File: src/rtl/cv32e40p_id_ex_monitor_pkg.sv
// Shared types for the ID/EX protocol monitor: error indices, split FSM states, widths.
// Latency: n/a (types and constants only).
// Backpressure: n/a.
package cv32e40p_id_ex_monitor_pkg;

    localparam int MON_ERR_W = 5;

    // Bit positions inside the sticky error vector
    typedef enum logic [2:0] {
        ERR_LSU_OVF = 3'd0,
        ERR_LSU_UNF = 3'd1,
        ERR_APU_CNT = 3'd2,
        ERR_SPLIT   = 3'd3,
        ERR_APU_DEP = 3'd4
    } mon_err_e;

    // Tracks whether the first half of a misaligned access has been granted
    typedef enum logic {
        MON_IDLE  = 1'b0,
        MON_SPLIT = 1'b1
    } mon_split_state_e;

endpackage

File: src/rtl/cv32e40p_id_ex_monitor_if.sv
// Bundle of ID->EX issue, LSU and APU handshake signals observed by the monitor.
// Latency: n/a (wires only).
// Backpressure: none; the monitor modport is input-only and never drives the core.
interface cv32e40p_id_ex_monitor_if;

    logic id_valid;
    logic ex_ready;
    logic data_req;
    logic data_gnt;
    logic data_rvalid;
    logic data_misaligned;
    logic apu_req;
    logic apu_gnt;
    logic apu_rvalid;
    logic apu_read_dep;

    // Core side (or testbench) that produces the traffic
    modport master (
        output id_valid, ex_ready,
        output data_req, data_gnt, data_rvalid, data_misaligned,
        output apu_req, apu_gnt, apu_rvalid, apu_read_dep
    );

    // Monitor side, observe only
    modport slave (
        input id_valid, ex_ready,
        input data_req, data_gnt, data_rvalid, data_misaligned,
        input apu_req, apu_gnt, apu_rvalid, apu_read_dep
    );

endinterface

File: src/rtl/cv32e40p_mon_outstd_cnt.sv
// Shadow up/down counter of outstanding transactions with overflow/underflow detection.
// Latency: count updates one cycle after inc/dec; ovf/unf flags are combinational from this cycle's inputs.
// Backpressure: none; saturates at MAX on overflow and holds on underflow.
module cv32e40p_mon_outstd_cnt #(
    parameter int unsigned MAX = 2,
    parameter int unsigned W   = $clog2(MAX + 1)
) (
    input  logic         clk_i,
    input  logic         rst_ni,
    input  logic         inc_i,
    input  logic         dec_i,
    output logic [W-1:0] count_o,
    output logic         ovf_o,
    output logic         unf_o
);

    localparam logic [W-1:0] MAX_C = W'(MAX);

    logic [W-1:0] count_d;
    logic [W-1:0] count_q;

    // Next count and violation flags; a response with nothing outstanding wins over a
    // simultaneous grant, and the count is left untouched in that case
    always_comb begin
        count_d = count_q;
        ovf_o   = 1'b0;
        unf_o   = 1'b0;
        if (dec_i && (count_q == '0)) begin
            unf_o = 1'b1;
        end else if (inc_i && !dec_i) begin
            if (count_q == MAX_C) begin
                ovf_o = 1'b1;
            end else begin
                count_d = count_q + W'(1);
            end
        end else if (dec_i && !inc_i) begin
            count_d = count_q - W'(1);
        end
    end

    // Count register with synchronous reset
    always_ff @(posedge clk_i) begin
        if (!rst_ni) begin
            count_q <= '0;
        end else begin
            count_q <= count_d;
        end
    end

    assign count_o = count_q;

endmodule

File: src/rtl/cv32e40p_id_ex_monitor.sv
// Non-intrusive ID/EX checker: shadow LSU/APU outstanding counts, misaligned split tracking,
// sticky error flags and saturating issue/stall statistics. SVA under CV32E40P_ID_EX_MON_ASSERT_EN.
// Latency: errors detected from cycle N inputs appear on err_o/err_new_o in cycle N+1.
// Backpressure: none; observe-only, never drives the core.
module cv32e40p_id_ex_monitor
    import cv32e40p_id_ex_monitor_pkg::*;
#(
    parameter int unsigned LSU_MAX_OUTSTD = 2,
    parameter int unsigned APU_MAX_OUTSTD = 2,
    parameter int unsigned CNT_W          = 16,
    localparam int unsigned LSU_W         = $clog2(LSU_MAX_OUTSTD + 1),
    localparam int unsigned APU_W         = $clog2(APU_MAX_OUTSTD + 1)
) (
    input  logic                         clk_i,
    input  logic                         rst_ni,
    cv32e40p_id_ex_monitor_if.slave      mon_if,
    output logic [MON_ERR_W-1:0]         err_o,
    output logic                         err_new_o,
    output logic [LSU_W-1:0]             lsu_outstd_o,
    output logic [APU_W-1:0]             apu_outstd_o,
    output logic [CNT_W-1:0]             issue_cnt_o,
    output logic [CNT_W-1:0]             stall_cnt_o
);

    logic issue;
    logic stall;
    logic lsu_gnt;
    logic apu_gnt;

    logic lsu_ovf;
    logic lsu_unf;
    logic apu_ovf;
    logic apu_unf;

    logic [LSU_W-1:0] lsu_outstd;
    logic [APU_W-1:0] apu_outstd;

    mon_split_state_e split_q;

    logic [MON_ERR_W-1:0] err_det;
    logic [MON_ERR_W-1:0] err_d;
    logic [MON_ERR_W-1:0] err_q;
    logic                 err_new_d;
    logic                 err_new_q;
    logic [CNT_W-1:0]     issue_cnt_d;
    logic [CNT_W-1:0]     issue_cnt_q;
    logic [CNT_W-1:0]     stall_cnt_d;
    logic [CNT_W-1:0]     stall_cnt_q;

    assign issue   = mon_if.id_valid & mon_if.ex_ready;
    assign stall   = mon_if.id_valid & ~mon_if.ex_ready;
    assign lsu_gnt = mon_if.data_req & mon_if.data_gnt;
    assign apu_gnt = mon_if.apu_req & mon_if.apu_gnt;

    cv32e40p_mon_outstd_cnt #(
        .MAX (LSU_MAX_OUTSTD),
        .W   (LSU_W)
    ) u_lsu_cnt (
        .clk_i   (clk_i),
        .rst_ni  (rst_ni),
        .inc_i   (lsu_gnt),
        .dec_i   (mon_if.data_rvalid),
        .count_o (lsu_outstd),
        .ovf_o   (lsu_ovf),
        .unf_o   (lsu_unf)
    );

    cv32e40p_mon_outstd_cnt #(
        .MAX (APU_MAX_OUTSTD),
        .W   (APU_W)
    ) u_apu_cnt (
        .clk_i   (clk_i),
        .rst_ni  (rst_ni),
        .inc_i   (apu_gnt),
        .dec_i   (mon_if.apu_rvalid),
        .count_o (apu_outstd),
        .ovf_o   (apu_ovf),
        .unf_o   (apu_unf)
    );

    // Split FSM: a misaligned first half must be followed by a non-misaligned second half
    always_ff @(posedge clk_i) begin
        if (!rst_ni) begin
            split_q <= MON_IDLE;
        end else begin
            case (split_q)
                MON_IDLE: begin
                    if (lsu_gnt && mon_if.data_misaligned) begin
                        split_q <= MON_SPLIT;
                    end
                end
                MON_SPLIT: begin
                    if (lsu_gnt && !mon_if.data_misaligned) begin
                        split_q <= MON_IDLE;
                    end
                end
                default: split_q <= MON_IDLE;
            endcase
        end
    end

    // Per-cycle violation detection from the current inputs and registered state
    always_comb begin
        err_det              = '0;
        err_det[ERR_LSU_OVF] = lsu_ovf;
        err_det[ERR_LSU_UNF] = lsu_unf;
        err_det[ERR_APU_CNT] = apu_ovf | apu_unf;
        err_det[ERR_SPLIT]   = (split_q == MON_SPLIT) &&
                               (issue || (lsu_gnt && mon_if.data_misaligned));
        err_det[ERR_APU_DEP] = issue && mon_if.apu_read_dep && (apu_outstd != '0);
    end

    // Sticky accumulation; the pulse marks only bits that were not already set
    always_comb begin
        err_d     = err_q | err_det;
        err_new_d = |(err_det & ~err_q);
    end

    // Saturating statistics; issue and stall cannot both be true in one cycle
    always_comb begin
        issue_cnt_d = issue_cnt_q;
        stall_cnt_d = stall_cnt_q;
        if (issue && (issue_cnt_q != '1)) begin
            issue_cnt_d = issue_cnt_q + CNT_W'(1);
        end
        if (stall && (stall_cnt_q != '1)) begin
            stall_cnt_d = stall_cnt_q + CNT_W'(1);
        end
    end

    // Error and statistic registers with synchronous reset
    always_ff @(posedge clk_i) begin
        if (!rst_ni) begin
            err_q       <= '0;
            err_new_q   <= 1'b0;
            issue_cnt_q <= '0;
            stall_cnt_q <= '0;
        end else begin
            err_q       <= err_d;
            err_new_q   <= err_new_d;
            issue_cnt_q <= issue_cnt_d;
            stall_cnt_q <= stall_cnt_d;
        end
    end

    assign err_o        = err_q;
    assign err_new_o    = err_new_q;
    assign lsu_outstd_o = lsu_outstd;
    assign apu_outstd_o = apu_outstd;
    assign issue_cnt_o  = issue_cnt_q;
    assign stall_cnt_o  = stall_cnt_q;

`ifdef CV32E40P_ID_EX_MON_ASSERT_EN
    assert_id_ex_lsu_ovf: assert property (@(posedge clk_i) disable iff (!rst_ni)
        !err_det[ERR_LSU_OVF]);
    assert_id_ex_lsu_unf: assert property (@(posedge clk_i) disable iff (!rst_ni)
        !err_det[ERR_LSU_UNF]);
    assert_id_ex_apu_cnt: assert property (@(posedge clk_i) disable iff (!rst_ni)
        !err_det[ERR_APU_CNT]);
    assert_id_ex_split: assert property (@(posedge clk_i) disable iff (!rst_ni)
        !err_det[ERR_SPLIT]);
    assert_id_ex_apu_dep: assert property (@(posedge clk_i) disable iff (!rst_ni)
        !err_det[ERR_APU_DEP]);

    cover_id_ex_split_done: cover property (@(posedge clk_i) disable iff (!rst_ni)
        (split_q == MON_SPLIT) ##1 (split_q == MON_IDLE));
    cover_id_ex_lsu_full: cover property (@(posedge clk_i) disable iff (!rst_ni)
        lsu_outstd == LSU_W'(LSU_MAX_OUTSTD));
`else
`endif

endmodule

File: src/flat_wrapper.sv
// flat-port wrapper written by rule: the top's interface ports become plain ports
module cv32e40p_id_ex_monitor_flat import cv32e40p_id_ex_monitor_pkg::*;
#(
    parameter int unsigned LSU_MAX_OUTSTD = 2,
    parameter int unsigned APU_MAX_OUTSTD = 2,
    parameter int unsigned CNT_W          = 16,
    localparam int unsigned LSU_W         = $clog2(LSU_MAX_OUTSTD + 1),
    localparam int unsigned APU_W         = $clog2(APU_MAX_OUTSTD + 1)
)
  (clk_i, rst_ni, err_o, err_new_o, lsu_outstd_o, apu_outstd_o, issue_cnt_o, stall_cnt_o, mon_if_id_valid, mon_if_ex_ready, mon_if_data_req, mon_if_data_gnt, mon_if_data_rvalid, mon_if_data_misaligned, mon_if_apu_req, mon_if_apu_gnt, mon_if_apu_rvalid, mon_if_apu_read_dep);
  cv32e40p_id_ex_monitor_if mon_if_i ();
  input  logic clk_i;
  input  logic rst_ni;
  output logic [MON_ERR_W-1:0] err_o;
  output logic err_new_o;
  output logic [LSU_W-1:0] lsu_outstd_o;
  output logic [APU_W-1:0] apu_outstd_o;
  output logic [CNT_W-1:0] issue_cnt_o;
  output logic [CNT_W-1:0] stall_cnt_o;
  input wire logic [$bits(mon_if_i.id_valid)-1:0] mon_if_id_valid;
  input wire logic [$bits(mon_if_i.ex_ready)-1:0] mon_if_ex_ready;
  input wire logic [$bits(mon_if_i.data_req)-1:0] mon_if_data_req;
  input wire logic [$bits(mon_if_i.data_gnt)-1:0] mon_if_data_gnt;
  input wire logic [$bits(mon_if_i.data_rvalid)-1:0] mon_if_data_rvalid;
  input wire logic [$bits(mon_if_i.data_misaligned)-1:0] mon_if_data_misaligned;
  input wire logic [$bits(mon_if_i.apu_req)-1:0] mon_if_apu_req;
  input wire logic [$bits(mon_if_i.apu_gnt)-1:0] mon_if_apu_gnt;
  input wire logic [$bits(mon_if_i.apu_rvalid)-1:0] mon_if_apu_rvalid;
  input wire logic [$bits(mon_if_i.apu_read_dep)-1:0] mon_if_apu_read_dep;
  assign mon_if_i.id_valid = mon_if_id_valid;
  assign mon_if_i.ex_ready = mon_if_ex_ready;
  assign mon_if_i.data_req = mon_if_data_req;
  assign mon_if_i.data_gnt = mon_if_data_gnt;
  assign mon_if_i.data_rvalid = mon_if_data_rvalid;
  assign mon_if_i.data_misaligned = mon_if_data_misaligned;
  assign mon_if_i.apu_req = mon_if_apu_req;
  assign mon_if_i.apu_gnt = mon_if_apu_gnt;
  assign mon_if_i.apu_rvalid = mon_if_apu_rvalid;
  assign mon_if_i.apu_read_dep = mon_if_apu_read_dep;
  cv32e40p_id_ex_monitor #(.LSU_MAX_OUTSTD(LSU_MAX_OUTSTD), .APU_MAX_OUTSTD(APU_MAX_OUTSTD), .CNT_W(CNT_W)) u_core (.clk_i(clk_i), .rst_ni(rst_ni), .mon_if(mon_if_i), .err_o(err_o), .err_new_o(err_new_o), .lsu_outstd_o(lsu_outstd_o), .apu_outstd_o(apu_outstd_o), .issue_cnt_o(issue_cnt_o), .stall_cnt_o(stall_cnt_o));
endmodule
File: config.mk
export PLATFORM = sky130hd
export DESIGN_NAME = cv32e40p_id_ex_monitor_flat
export DESIGN_NICKNAME = d
export VERILOG_FILES = /design/src/rtl/cv32e40p_id_ex_monitor_pkg.sv /design/src/rtl/cv32e40p_id_ex_monitor_if.sv /design/src/rtl/cv32e40p_mon_outstd_cnt.sv /design/src/rtl/cv32e40p_id_ex_monitor.sv /design/src/flat_wrapper.sv
export SDC_FILE = /design/constraint.sdc
export NUM_CORES = 1
export LEC_CHECK = 0
export BUFFER_PORTS_ARGS = -buffer_cell sky130_fd_sc_hd__buf_2
export CAP_MARGIN = 20
export CORE_ASPECT_RATIO = 0.8
export CORE_UTILIZATION = 50
export DETAILED_ROUTE_END_ITERATION = 8
export PLACE_DENSITY = 0.85
export REMOVE_ABC_BUFFERS = 1
export SETUP_SLACK_MARGIN = 0.15
export SKIP_CTS_REPAIR_TIMING = 1
export SLEW_MARGIN = 20
export SYNTH_ARGS = -nofsm -noshare
export SYNTH_HDL_FRONTEND = slang
export SYNTH_HIERARCHICAL = 1
export SYNTH_SLANG_ARGS = --single-unit
File: constraint.sdc
create_clock -name clk_i -period 2.01 [get_ports clk_i]
set_clock_uncertainty 0.1 [all_clocks]
set_input_delay 0.1005 -clock clk_i [delete_from_list [all_inputs] [get_ports clk_i]]
set_output_delay 0.1005 -clock clk_i [all_outputs]
set_load 0.1 [all_outputs]
After elaboration in Yosys (flattened, before gate mapping)
Cells that the tools add are included.
Widths: inputs -> output; s select.
Storage, ports and cells
  output and inout bits: 42
  logic and storage cells: 75
  bits in registers: 43
Cells by class
  bitwise gates (word level): 12
  reduce and logical (&&, ||, !) cells: 27
  multiplexer cells: 17
  equal/unequal tests: 6
  add/sub/neg operators: 6
Operator list (count)
  $add 16x1->16 const B: 2
  $ne 16x16->1 const B: 2
  $logic_and 1x1->1: 13
  $mux 2: 6
  $mux 1: 10
  $reduce_and 3->1: 2
  $reduce_bool 2->1: 3
  $and 5x5->5: 1
  $logic_not 1->1: 5
  $not 5->5: 1
  $or 5x5->5: 1
  $reduce_or 5->1: 1
  $add 2x1->2 const B: 2
  $and 1x1->1: 4
  $eq 2x2->1 const B: 2
  $logic_not 2->1: 2
  $ne 2x2->1 const B: 2
  $not 1->1: 4
  $sub 2x1->2 const B: 2
  $pmux 1 s2: 1
  $logic_or 1x1->1: 1
  $or 1x1->1: 1

Depth between registers and ports, before layout
  depth after elaboration: 7
  depth in mapped cells: 8
  mapped depth without buffers: 8

By module
The synthesis kept the hierarchy.
Modules (own cells, without submodules)
  cv32e40p_id_ex_monitor: instances 1, cells an instance 227, area an instance 1916.8 sq um, sequential area each 780.7 sq um
  cv32e40p_mon_outstd_cnt: instances 2, cells an instance 19, area an instance 137.6 sq um, sequential area each 40.0 sq um

Least setup slack after synthesis
No wires, ideal clock.
  kind: register to register
  from: reg u_core.issue_cnt_q[0] (netlist: u_core/issue_cnt_o[0])
  to: reg u_core.issue_cnt_q[12] (netlist: u_core/issue_cnt_o[12])
  stages on the path, launching flop included: 6
  data arrival time: 2440 ps
  clock period less this slack: 2655 ps
  path buffers: 0
  path slack: -645 ps
  data required time: 1795 ps
  path through: dfxtp_1 -> ha_1 -> nand3_1 -> nor4_1 -> a41oi_1 -> o21a_1
Between the ends
  longest elaborated chain between the ends: 2
  elaborated cells between the ends (all ways): 3
  those cells by class: 1 x add/sub; 1 x eq/ne; 1 x reduce/logical
Ends and longest elaborated chain
  start, declared: RTL line cv32e40p_id_ex_monitor.sv:46  | logic [CNT_W-1:0] issue_cnt_q;
  start signal, assigned: RTL line cv32e40p_id_ex_monitor.sv:141  | issue_cnt_q <= issue_cnt_d;
  branches (longest 2 deep; another with $add 16x1->16)
Several ways; the timed one is not identified.
A chain may end at the register's enable or synchronous reset.

Worst setup path after layout
  from: reg u_core.stall_cnt_q[0] (netlist: u_core/stall_cnt_o[0])
  to: reg u_core.stall_cnt_q[0] (netlist: u_core/stall_cnt_o[0])
Between the ends
  longest elaborated chain between the ends: 2
  elaborated cells between the ends (all ways): 3
  those cells by class: 1 x add/sub; 1 x eq/ne; 1 x reduce/logical
Ends and longest elaborated chain
  start, declared: RTL line cv32e40p_id_ex_monitor.sv:48  | logic [CNT_W-1:0] stall_cnt_q;
  start signal, assigned: RTL line cv32e40p_id_ex_monitor.sv:142  | stall_cnt_q <= stall_cnt_d;
  branches (longest 2 deep; another with $add 16x1->16)
Several ways; the timed one is not identified.

==> impl_metrics.env <==
export IMPL_design_area_mm2=0.002835
export IMPL_worstSetupPathType="flop to flop"
export IMPL_hpwl_um=3597
export IMPL_worstSetupEndpointType="flop"
export IMPL_period_needed_ns=1.810
export IMPL_gp_congestion=0.8319
export IMPL_intPower_mw=1.437
export IMPL_ys_seq_area_share_pct=39.27
export IMPL_clk_pin_slew_ns=0.08
export IMPL_finish_utilization_pct=67.44
export IMPL_timing_fmax_mhz=552.3
export IMPL_finalSetupViolations=0
export IMPL_ios=54
export IMPL_preCtsSetupSlack_ns=0.07739
export IMPL_post_drt_via_cell_ratio=5.799
export IMPL_ys_ff_latch=43
export IMPL_netSwitchingPower_uw=555.2
export IMPL_wire_per_inst_um=13.61
export IMPL_drtPass1Iterations=5
export IMPL_worst_slack_ns=0.1995
export IMPL_synthTopCellsByArea="dfxtp_1 39%, nand2_1 5.1%, a21oi_1 4.8%"
export IMPL_r2r_setup_slack_ns=0.20
export IMPL_drt_iter0_drc=128
export IMPL_track_usage_pct=22.10
export IMPL_status="finished, final reports clean"
export IMPL_synth_cells=265
export IMPL_finalCritPeriodShare_pct=90.07
export IMPL_yosys_most_used_dff="dfxtp_1"
export IMPL_drive_gt1_share_pct=27.68
export IMPL_rr_startpoint="u_core/stall_cnt_o[0]"
export IMPL_p_seq_share_pct=45.0
export IMPL_ys_async_sr_fraction_pct=0
export IMPL_core_mm2=0.004204
export IMPL_reg2reg_depth=6
export IMPL_whs_path_depth=2
export IMPL_final_nets=351
export IMPL_critPathLaunchType="flop"
export IMPL_place_area_mm2=0.002565
export IMPL_cts_buffer_depth=2
export IMPL_critPathArrivalTime_ns=1.92
export IMPL_cp_data_required_time_ns=2.12
export IMPL_die_h_um=61.22
export IMPL_pwr_density_cell_mw_per_mm2=702.7
export IMPL_yosys_top_cells_count="43 x dfxtp_1, 30 x nand2_1, 23 x nor2_1"
export IMPL_grt_antenna_before_repair=0
export IMPL_hold_slack_ns=0.03677
export IMPL_numClockSinks=43
export IMPL_htree_levels=2
export IMPL_synth_edff_count=0
export IMPL_final_antenna_net_count=0
export IMPL_drt_total_wl_um=5347
export IMPL_clockRootBuffer="clkbuf_8"
export IMPL_die_w_um=76.03
export IMPL_die_area_mm2=0.004655
export IMPL_crit_path_end="u_core/stall_cnt_o[0]"
export IMPL_clock_power_share_pct=39.9
export IMPL_grt_pass1_vias=1852
export IMPL_slew_headroom_pct=66.09
export IMPL_drc_errors=0
export IMPL_syn_area_mm2=0.002192
export IMPL_via_count=2279
export IMPL_yosysMostFrequentCell="dfxtp_1"
export IMPL_tightestPinTransition_ns=0.5079
export IMPL_drv_slew=0
export IMPL_vdd_drop_max_mv=0.4020
export IMPL_p_leak_nw=1.184
export IMPL_rsz0062_at_grt="no"
export IMPL_globalRoute_totalOverflow=0
export IMPL_cts_tree="built"
export IMPL_grt_pass1_wl_um=8045
export IMPL_grt_max_degree=29
export IMPL_switching_share_pct=27.87
export IMPL_setup_tns_final_ns=0
export IMPL_yosys_warnings=6
export IMPL_num_rows=21
export IMPL_drv_cap=0
export IMPL_synth_top_area_cell="dfxtp_1"
export IMPL_path_max_fanout=7
export IMPL_port_buffers=53
export IMPL_start_util_pct=52.14
export IMPL_hold_class="primary input to flop"
export IMPL_r2r_end="u_core/stall_cnt_o[0]"
export IMPL_synth_distinct_cells=46
export IMPL_synth_top_area_share_pct=39.27
export IMPL_p_comb_share_pct=15.1
export IMPL_cts_inserted_buffers=5
export IMPL_syn_avg_cell_area_um2=8.272
export IMPL_startpoint="u_core/stall_cnt_o[0]"
export IMPL_insertedDiodeCount=0
export IMPL_clkLatencyLatePin_ns=0.29
export IMPL_hold_viol=0
export IMPL_area_growth_pct=29.34
## power groups by stage
stage          logic, mW  clock network, mW  registers (mW)
2_1_floorplan     0.0797                  0            1.07
3_3_place_gp       0.292                  0           0.915
3_5_place_dp       0.297                  0           0.916
4_1_cts            0.298              0.817           0.896
5_1_grt            0.322              0.857           0.901
6_report           0.302              0.795           0.896
## sequential cells by signal, indices dropped and copies added (netlist names), named ones only
| register | flops |
|---|---|
| u_core/issue_cnt_o | 16 |
| u_core/stall_cnt_o | 16 |
| u_core/err_o | 5 |
| u_core/u_apu_cnt/count_o | 2 |
| u_core/u_lsu_cnt/count_o | 2 |
| u_core/err_new_o | 1 |
## metal layers
metal	GRT usage, %	part of all wire, %	vias up
met5	0	0	-
met4	8.791	1.2	0
met3	7.407	7.1	7
met2	38.05	48	92
met1	26.33	44	1059
li1	-	-	1121
## cell families (layout without fill, tap and decap cells)
| logic type | Yosys count | in the layout | share of synthesized area, % |
|---|---|---|---|
| multiplexers | 7 | 7 | 3.196 |
| AND/OR/NAND/NOR | 130 | 130 | 32.93 |
| XOR/XNOR | 3 | 3 | 1.199 |
| buffers and inverters | 19 | 90 | 3.481 |
| adder cells (fa/ha/maj) | 4 | 4 | 2.283 |
| AO/OA/AOI/OAI | 59 | 59 | 17.64 |
| flip-flops | 43 | 43 | 39.27 |
## how the worst min path moves through the flow
stage           start                           to  slack, ns
6_report       rst_ni  u_core/u_lsu_cnt/count_o[1]       0.04
5_1_grt        rst_ni  u_core/u_lsu_cnt/count_o[1]       0.02
4_1_cts        rst_ni  u_core/u_lsu_cnt/count_o[1]       0.02
3_5_place_dp   rst_ni             u_core/err_new_o       0.34
3_3_place_gp   rst_ni             u_core/err_new_o       0.33
2_1_floorplan  rst_ni  u_core/u_apu_cnt/count_o[1]       0.12
## cell type report
class / count / area (um^2)
repair buffers: 70 / 394.1
clock buffers: 5 / 68.82
multi-input cells: 203 / 1316
fillers: 350 / 1369
inverters: 12 / 45.04
flip-flops and latches: 43 / 872.1
clock inverters: 3 / 67.56
well taps: 57 / 71.32
## stage by stage
stage	power (mW)	std cells
6_report	1.992	393
5_1_grt	2.080	393
4_1_cts	2.011	385
3_5_place_dp	1.213	377
3_3_place_gp	1.207	377
2_1_floorplan	1.147	258
## worst max-delay path, stage by stage (launching register included)
cell	delay (ns)
dfxtp_4	0.38
ha_4	0.14
nand4_1	0.26
nor4_4	0.29
clkdlybuf4s15_2	0.33
o21ai_0	0.09
a21oi_1	0.14
## placed cells by master, fill, tap and decap left out, types with 3 or more instances in the layout
| cell type | instances |
|---|---|
| nor4_1 | 5 |
| dfxtp_2 | 3 |
| and2_1 | 3 |
| o21ai_0 | 11 |
| or4_1 | 10 |
| buf_4 | 15 |
| nand2b_1 | 10 |
| o21a_1 | 3 |
| nand2_1 | 30 |
| a21oi_1 | 21 |
| o31ai_1 | 9 |
| and4_1 | 3 |
| nor2_1 | 23 |
| o311ai_0 | 3 |
| nor3_1 | 6 |
| clkbuf_8 | 5 |
| mux2i_1 | 7 |
| or3_1 | 9 |
| dfxtp_1 | 38 |
| nand3_1 | 6 |
| and3_1 | 5 |
| inv_1 | 11 |
| nand4_1 | 9 |
| buf_2 | 54 |
No activity file was read; power rests on OpenSTA's default activity.
